==> config.mk <==
export PLATFORM = sky130hd
export DESIGN_NAME = fp51_boot_loader_ctrl
export DESIGN_NICKNAME = d
export VERILOG_FILES = /design/src/rtl/fp51_loader_pkg.sv /design/src/rtl/fp51_byte_to_word_packer.sv /design/src/rtl/fp51_boot_loader_ctrl.sv
export SDC_FILE = /design/constraint.sdc
export NUM_CORES = 1
export LEC_CHECK = 0
export ABC_AREA = 1
export CORE_MARGIN = 8
export CORE_UTILIZATION = 35
export DETAILED_ROUTE_END_ITERATION = 6
export SLEW_MARGIN = 30
export SYNTH_ARGS = -nofsm -noshare
export SYNTH_HDL_FRONTEND = slang
export SYNTH_SLANG_ARGS = --single-unit
==> constraint.sdc <==
create_clock -name clk -period 5.15 [get_ports clk]
set_input_delay 0.515 -clock clk [delete_from_list [all_inputs] [get_ports clk]]
set_output_delay 0.515 -clock clk [all_outputs]
set_load 0.05 [all_outputs]
==> src/rtl/fp51_loader_pkg.sv <==
// ============================================================================
// Module : fp51_loader_pkg
// Brief  : Shared codes, status and state encodings for the FP51 boot loader.
// Rev    : 1.0 - initial release
// ============================================================================
`default_nettype none

package fp51_loader_pkg;

  localparam logic [7:0] SYNC_BYTE = 8'h5A;
  localparam logic [7:0] CMD_LOAD  = 8'h01;
  localparam logic [7:0] CMD_RUN   = 8'h02;
  localparam logic [7:0] CMD_PAUSE = 8'h03;

  typedef enum logic [1:0] {
    STATUS_OK       = 2'd0,
    STATUS_BAD_CSUM = 2'd1,
    STATUS_TIMEOUT  = 2'd2,
    STATUS_BAD_CMD  = 2'd3
  } status_e;

  typedef enum logic [3:0] {
    S_IDLE       = 4'd0,
    S_CMD        = 4'd1,
    S_ADDR_H     = 4'd2,
    S_ADDR_L     = 4'd3,
    S_LEN        = 4'd4,
    S_CSUM       = 4'd5,
    S_STALL_WAIT = 4'd6,
    S_DATA       = 4'd7,
    S_RUN        = 4'd8,
    S_RESP       = 4'd9
  } state_e;

  function automatic logic is_valid_cmd(input logic [7:0] c);
    return (c == CMD_LOAD) || (c == CMD_RUN) || (c == CMD_PAUSE);
  endfunction

  function automatic logic accepts_byte(input state_e s);
    return s inside {S_IDLE, S_CMD, S_ADDR_H, S_ADDR_L, S_LEN, S_DATA, S_CSUM};
  endfunction

  // Inter-byte timer runs only while a frame is waiting on the byte source.
  function automatic logic timer_runs(input state_e s);
    return s inside {S_CMD, S_ADDR_H, S_ADDR_L, S_LEN, S_DATA, S_CSUM};
  endfunction

endpackage

`default_nettype wire

==> src/rtl/fp51_byte_to_word_packer.sv <==
// ============================================================================
// Module : fp51_byte_to_word_packer
// Brief  : Packs little-endian bytes into 32-bit words, one-cycle word strobe.
// Rev    : 1.0 - initial release
// ============================================================================
`default_nettype none

module fp51_byte_to_word_packer (
  input  logic        clk,
  input  logic        reset,
  input  logic        clear,
  input  logic        byte_valid,
  input  logic [7:0]  byte_data,
  output logic        word_last,
  output logic        word_valid,
  output logic [31:0] word_data
);

  logic [1:0]  idx_q, idx_d;
  logic [31:0] word_q, word_d;
  logic        valid_q, valid_d;

  // Shifting in from the top leaves the first byte in bits [7:0].
  always_comb begin
    idx_d   = idx_q;
    word_d  = word_q;
    valid_d = 1'b0;
    if (clear) begin
      idx_d = 2'd0;
    end else if (byte_valid) begin
      idx_d   = idx_q + 2'd1;
      word_d  = {byte_data, word_q[31:8]};
      valid_d = (idx_q == 2'd3);
    end
  end

  always_ff @(posedge clk or posedge reset) begin
    if (reset) begin
      idx_q   <= 2'd0;
      word_q  <= 32'd0;
      valid_q <= 1'b0;
    end else begin
      idx_q   <= idx_d;
      word_q  <= word_d;
      valid_q <= valid_d;
    end
  end

  assign word_last  = byte_valid && !clear && (idx_q == 2'd3);
  assign word_valid = valid_q;
  assign word_data  = word_q;

endmodule

`default_nettype wire

==> src/rtl/fp51_boot_loader_ctrl.sv <==
// ============================================================================
// Module : fp51_boot_loader_ctrl
// Brief  : Framed byte-stream loader: pauses FP51, writes code words, resumes.
// Rev    : 1.0 - initial release
// ============================================================================
`default_nettype none

module fp51_boot_loader_ctrl
  import fp51_loader_pkg::*;
#(
  parameter int PC_BITWIDTH    = 16,
  parameter int TIMEOUT_CYCLES = 1000000
) (
  input  logic                   clk,
  input  logic                   reset,
  input  logic                   rx_valid,
  input  logic [7:0]             rx_data,
  output logic                   rx_ready,
  input  logic                   debug_stall,
  output logic                   pause,
  output logic                   run_pulse,
  output logic                   inst_mem_we,
  output logic [PC_BITWIDTH-3:0] inst_mem_wr_addr,
  output logic [31:0]            inst_mem_data_in,
  output logic                   resp_valid,
  output logic [1:0]             resp_status,
  output logic                   busy
);

  localparam int AW = PC_BITWIDTH - 2;
  localparam int TW = $clog2(TIMEOUT_CYCLES);
  localparam logic [TW-1:0] TIMER_LAST = TW'(TIMEOUT_CYCLES - 1);

  state_e        state_q, state_d;
  status_e       resp_status_q, resp_status_d;
  logic [7:0]    cmd_q, cmd_d;
  logic [7:0]    len_q, len_d;
  logic [7:0]    csum_q, csum_d;
  logic [7:0]    word_cnt_q, word_cnt_d;
  logic [AW-1:0] base_q, base_d;
  logic [AW-1:0] wr_addr_q, wr_addr_d;
  logic [TW-1:0] timer_q, timer_d;
  logic          pause_q, pause_d;
  logic          run_pulse_q, run_pulse_d;
  logic          resp_valid_q, resp_valid_d;
  logic          busy_q, busy_d;
  logic          rx_ready_q, rx_ready_d;

  logic accept;
  logic timeout_hit;
  logic pk_byte_valid;
  logic pk_clear;
  logic pk_word_last;

  assign accept        = rx_valid && rx_ready_q;
  assign pk_byte_valid = accept && (state_q == S_DATA);
  assign pk_clear      = (state_q != S_DATA);
  // A byte landing on the terminal count cancels the timeout.
  assign timeout_hit   = timer_runs(state_q) && !accept && (timer_q == TIMER_LAST);

  fp51_byte_to_word_packer u_packer (
    .clk        (clk),
    .reset      (reset),
    .clear      (pk_clear),
    .byte_valid (pk_byte_valid),
    .byte_data  (rx_data),
    .word_last  (pk_word_last),
    .word_valid (inst_mem_we),
    .word_data  (inst_mem_data_in)
  );

  always_comb begin
    state_d       = state_q;
    resp_status_d = resp_status_q;
    cmd_d         = cmd_q;
    len_d         = len_q;
    csum_d        = csum_q;
    word_cnt_d    = word_cnt_q;
    base_d        = base_q;
    wr_addr_d     = wr_addr_q;
    pause_d       = pause_q;

    if (accept) begin
      timer_d = '0;
    end else if (timer_runs(state_q)) begin
      timer_d = timer_q + TW'(1);
    end else if (state_q == S_IDLE) begin
      timer_d = '0;
    end else begin
      timer_d = timer_q;
    end

    if (accept && (state_q inside {S_CMD, S_ADDR_H, S_ADDR_L, S_LEN, S_DATA})) begin
      csum_d = csum_q + rx_data;
    end

    case (state_q)
      S_IDLE: begin
        csum_d     = 8'd0;
        word_cnt_d = 8'd0;
        if (accept && (rx_data == SYNC_BYTE)) state_d = S_CMD;
      end
      S_CMD: begin
        if (accept) begin
          cmd_d = rx_data;
          if (is_valid_cmd(rx_data)) begin
            state_d = S_ADDR_H;
          end else begin
            state_d       = S_RESP;
            resp_status_d = STATUS_BAD_CMD;
          end
        end
      end
      S_ADDR_H: begin
        if (accept) begin
          base_d  = AW'({rx_data, 8'h00});
          state_d = S_ADDR_L;
        end
      end
      S_ADDR_L: begin
        if (accept) begin
          base_d  = base_q | AW'(rx_data);
          state_d = S_LEN;
        end
      end
      S_LEN: begin
        if (accept) begin
          len_d = rx_data;
          if (cmd_q == CMD_LOAD) begin
            pause_d = 1'b1;
            state_d = S_STALL_WAIT;
          end else begin
            state_d = S_CSUM;
          end
        end
      end
      S_STALL_WAIT: begin
        // Shared by LOAD (before payload) and PAUSE (after checksum).
        if (debug_stall) begin
          if (cmd_q == CMD_PAUSE) begin
            state_d       = S_RESP;
            resp_status_d = STATUS_OK;
          end else begin
            state_d = S_DATA;
          end
        end
      end
      S_DATA: begin
        if (pk_word_last) begin
          wr_addr_d  = base_q + AW'(word_cnt_q);
          word_cnt_d = word_cnt_q + 8'd1;
          // LEN=0 wraps to 255 here, giving 256 words.
          if (word_cnt_q == (len_q - 8'd1)) state_d = S_CSUM;
        end
      end
      S_CSUM: begin
        if (accept) begin
          if (rx_data != csum_q) begin
            state_d       = S_RESP;
            resp_status_d = STATUS_BAD_CSUM;
          end else if (cmd_q == CMD_PAUSE) begin
            pause_d = 1'b1;
            state_d = S_STALL_WAIT;
          end else if (cmd_q == CMD_RUN) begin
            pause_d = 1'b0;
            state_d = S_RUN;
          end else begin
            state_d       = S_RESP;
            resp_status_d = STATUS_OK;
          end
        end
      end
      S_RUN: begin
        state_d       = S_RESP;
        resp_status_d = STATUS_OK;
      end
      S_RESP: begin
        state_d = S_IDLE;
      end
      default: begin
        state_d = S_IDLE;
      end
    endcase

    if (timeout_hit) begin
      state_d       = S_RESP;
      resp_status_d = STATUS_TIMEOUT;
    end

    run_pulse_d  = (state_d == S_RUN);
    resp_valid_d = (state_d == S_RESP);
    busy_d       = (state_d != S_IDLE);
    rx_ready_d   = accepts_byte(state_d);
  end

  always_ff @(posedge clk or posedge reset) begin
    if (reset) begin
      state_q       <= S_IDLE;
      resp_status_q <= STATUS_OK;
      cmd_q         <= 8'd0;
      len_q         <= 8'd0;
      csum_q        <= 8'd0;
      word_cnt_q    <= 8'd0;
      base_q        <= '0;
      wr_addr_q     <= '0;
      timer_q       <= '0;
      pause_q       <= 1'b0;
      run_pulse_q   <= 1'b0;
      resp_valid_q  <= 1'b0;
      busy_q        <= 1'b0;
      rx_ready_q    <= 1'b0;
    end else begin
      state_q       <= state_d;
      resp_status_q <= resp_status_d;
      cmd_q         <= cmd_d;
      len_q         <= len_d;
      csum_q        <= csum_d;
      word_cnt_q    <= word_cnt_d;
      base_q        <= base_d;
      wr_addr_q     <= wr_addr_d;
      timer_q       <= timer_d;
      pause_q       <= pause_d;
      run_pulse_q   <= run_pulse_d;
      resp_valid_q  <= resp_valid_d;
      busy_q        <= busy_d;
      rx_ready_q    <= rx_ready_d;
    end
  end

  assign rx_ready         = rx_ready_q;
  assign pause            = pause_q;
  assign run_pulse        = run_pulse_q;
  assign inst_mem_wr_addr = wr_addr_q;
  assign resp_valid       = resp_valid_q;
  assign resp_status      = resp_status_q;
  assign busy             = busy_q;

endmodule

`default_nettype wire
==> out/metrics.yaml <==
dr_wl_met3_um: 779
num_rows: 50
port_buffers: 65
critPathLaunchType: "input port"
dp_slack_ns: 2.30
wl_met1_mm: 7.37
dr.pass1.iters: 6
post_cts_buffers: 0
maxCapViolCount: 0
finalCriticalPeriod_ns: 2.43
routabilityCongestion: 0.857
routed_wl_mm: 16.7
synthesis.nets: 836
maxSlewHeadroom_pct: 61.2
ys_ff_latch: 126
initial_utilization_pct: 35.8
synth_most_common_cell: "nand2_1"
fin_area_mm2: 0.00827
cts_tree: "done"
p_leak_nw: 3.91
synth.distinct_cells: 50
hpwlAfterDp_mm: 12.5
highest_layer: "met4"
syn2layout_area_growth_pct: 22.6
postSynthCellCount: 803
setup_slack_ns: 2.72
grt_use_total_pct: 14.5
cts.htree.levels: 4
met2_length_mm: 8.30
yosysWarnings: 0
tns_ns: 0
antenna_found_initial: 0
hp-class: "input port to asynchronous set/reset pin"
n_fill_cell: 1850
cp.required_ns: 5.45
fmax_ghz: 0.412
antenna_left: 0
synth_edf_count: 0
remaining_drc_errors: 0
setup_viol_count_final: 0
r2r_slack_ns: 2.84
synth_ff_type: "dfrtp_1"
antenna_cells: 0
drive_gt1_share_pct: 11.8
finalNonFillerCells: 1151
cts_root_buf: "clkbuf_16"
worst_slew_pin_slew_ns: 0.582
grt_pass1_vias: 5307
grt_max_degree: 47
synth.avg_cell_area_um2: 8.40
async_flop_share_pct: 100
path_clk_slew_ns: 0.06
fin_crit_sh_pct: 47.2
cts_made_buffers: 17
dp.cells: 1119
path_class: "input port to flop"
yosysSeqAreaShare_pct: 46.8
core_mm2: 0.0188
hold_buffers: 0
drtIter0Drc: 308
post_cts_resized: 0
holdWs_ns: 0.479
grt_first_pass_wirelength_mm: 27.6
ir_drop_mv: 0.232
yosys.area.top_type: "dfrtp_1"
status: "completed"
vias: 5530
regToRegEndpoint: "inst_mem_wr_addr[12]$_DFFE_PP0P_"
io-pin-count: 66
skew_ns: 0.00606
place_area_mm2: 0.00769
grt_overflow: 0
cp_max_fo: 6
rsz0062_at_grt: "no"
maxSlewViolCount: 0
dieArea_mm2: 0.0240
final_hold_viol_count: 0
synth_top_area_share_pct: 46.8
cts_max_path_buffers: 2
rr_worst_depth: 9
viasPerCell: 4.80
wire_per_inst_um: 14.5
synthTopCellsByArea: "dfrtp_1 (47%), nand2_1 (11%), o21ai_0 (5.6%)"
ys_top_cells_by_count: "nand2_1 (201), dfrtp_1 (126), inv_1 (93)"
insertion_delay_ns: 0.41
cp-end-kind: "flop"
p_per_area_mw_per_mm2: 376
syn_area_mm2: 0.00674
die_x_um: 155
fin_nets: 911
cts.sinks: 126
r2r-start: "word_cnt_q[0]$_DFFE_PP0P_"
die_h_um: 155
arrival_ns: 2.73
[worst max-delay path by stage]
| stage | from | to | slack (ns) | depth (start not counted) |
|---|---|---|---|---|
| detailed placement | rx_data[3] | busy$_DFF_PP0_ | 2.30 | 10 |
| global route | rx_data[3] | busy$_DFF_PP0_ | 2.56 | 10 |
| floorplan | reset | base_q[0]$_DFFE_PP0P_ | 1.28 | 1 |
| global placement | rx_data[3] | busy$_DFF_PP0_ | 2.36 | 10 |
| finish | rx_data[3] | busy$_DFF_PP0_ | 2.72 | 10 |
| CTS | rx_data[3] | busy$_DFF_PP0_ | 2.75 | 10 |
[area by class of cell]
| cell class | count | area, µm² | share of cell area [%] |
|---|---|---|---|
| Timing Repair Buffer | 68 | 673 | 8.14 |
| Tap cell | 260 | 325 | 3.94 |
| Sequential cell | 126 | 3150 | 38.1 |
| Multi-Input combinational cell | 558 | 3130 | 37.8 |
| Clock inverter | 11 | 116 | 1.41 |
| Inverter | 107 | 410 | 4.96 |
| Clock buffer | 21 | 460 | 5.57 |
[registers in the layout (all words and copies together), names as in the netlist, 2 cells and up]
name / cells
inst_mem_wr_addr: 14
len_q: 8
word_cnt_q: 8
cmd_q: 8
resp_status: 2
timer_q: 20
csum_q: 8
state_q: 4
u_packer.idx_q: 2
base_q: 14
u_packer.word_data: 32
[stage by stage]
step	total power [mW]	util, %
2_1_floorplan	1.74	-
3_3_place_gp	1.94	40.8
3_5_place_dp	1.95	40.8
4_1_cts	3.14	43.9
5_1_grt	3.30	43.9
6_report	3.11	43.9
[worst max-delay path, stage by stage]
cell,delay [ns]
clkdlybuf4s50_1,0.55
ha_1,0.42
nor2_1,0.11
nand2_1,0.06
nor2_1,0.20
nand4_1,0.18
o21ai_0,0.35
nand3_2,0.16
nor2_1,0.11
nand3_1,0.08
[cells in the final DEF, fill, tap and decap left out, types with 3 or more instances in the layout]
cell	n
a21oi_1	21
a32o_1	3
buf_4	3
clkbuf_16	17
clkdlybuf4s50_1	65
clkinv_2	6
clkinvlp_4	3
dfrtp_1	126
ha_1	19
inv_1	92
inv_2	11
mux2_2	25
nand2_1	201
nand2_2	4
nand2_4	3
nand3_1	38
nand3_2	3
nand4_1	10
nor2_1	59
nor2_2	5
nor2_4	4
nor3_1	11
nor4_1	3
o21ai_0	75
o21ai_1	5
o21bai_1	3
o22ai_1	11
o31ai_1	4
or2_2	4
xnor2_1	4
xor2_1	19
[cell families (layout without fill, tap and decap cells)]
group | after synthesis | count (layout) | synth area share (%)
buffers and inverters | 119 | 207 | 6.85
AOI/OAI and AO/OA | 133 | 133 | 11.2
and+or+nand+nor | 356 | 356 | 24.0
DFF | 126 | 126 | 46.8
muxes | 25 | 25 | 4.18
xor gates and xnor gates | 23 | 23 | 2.99
adders and majority gates | 21 | 21 | 4.12
[power by group]
| group | switching (mW) | internal [mW] | leakage [nW] |
|---|---|---|---|
| registers | 0.0693 | 1.10 | 1.68 |
| logic | 0.528 | 0.236 | 1.94 |
| clock network | 0.443 | 0.733 | 0.279 |
[layer usage]
metal	vias up	track usage, %
li1	2776	-
met2	117	24.7
met4	0	4.48
met3	20	3.93
met5	-	0
met1	2617	17.5
Note: power is estimated with default switching activity, not from simulation.
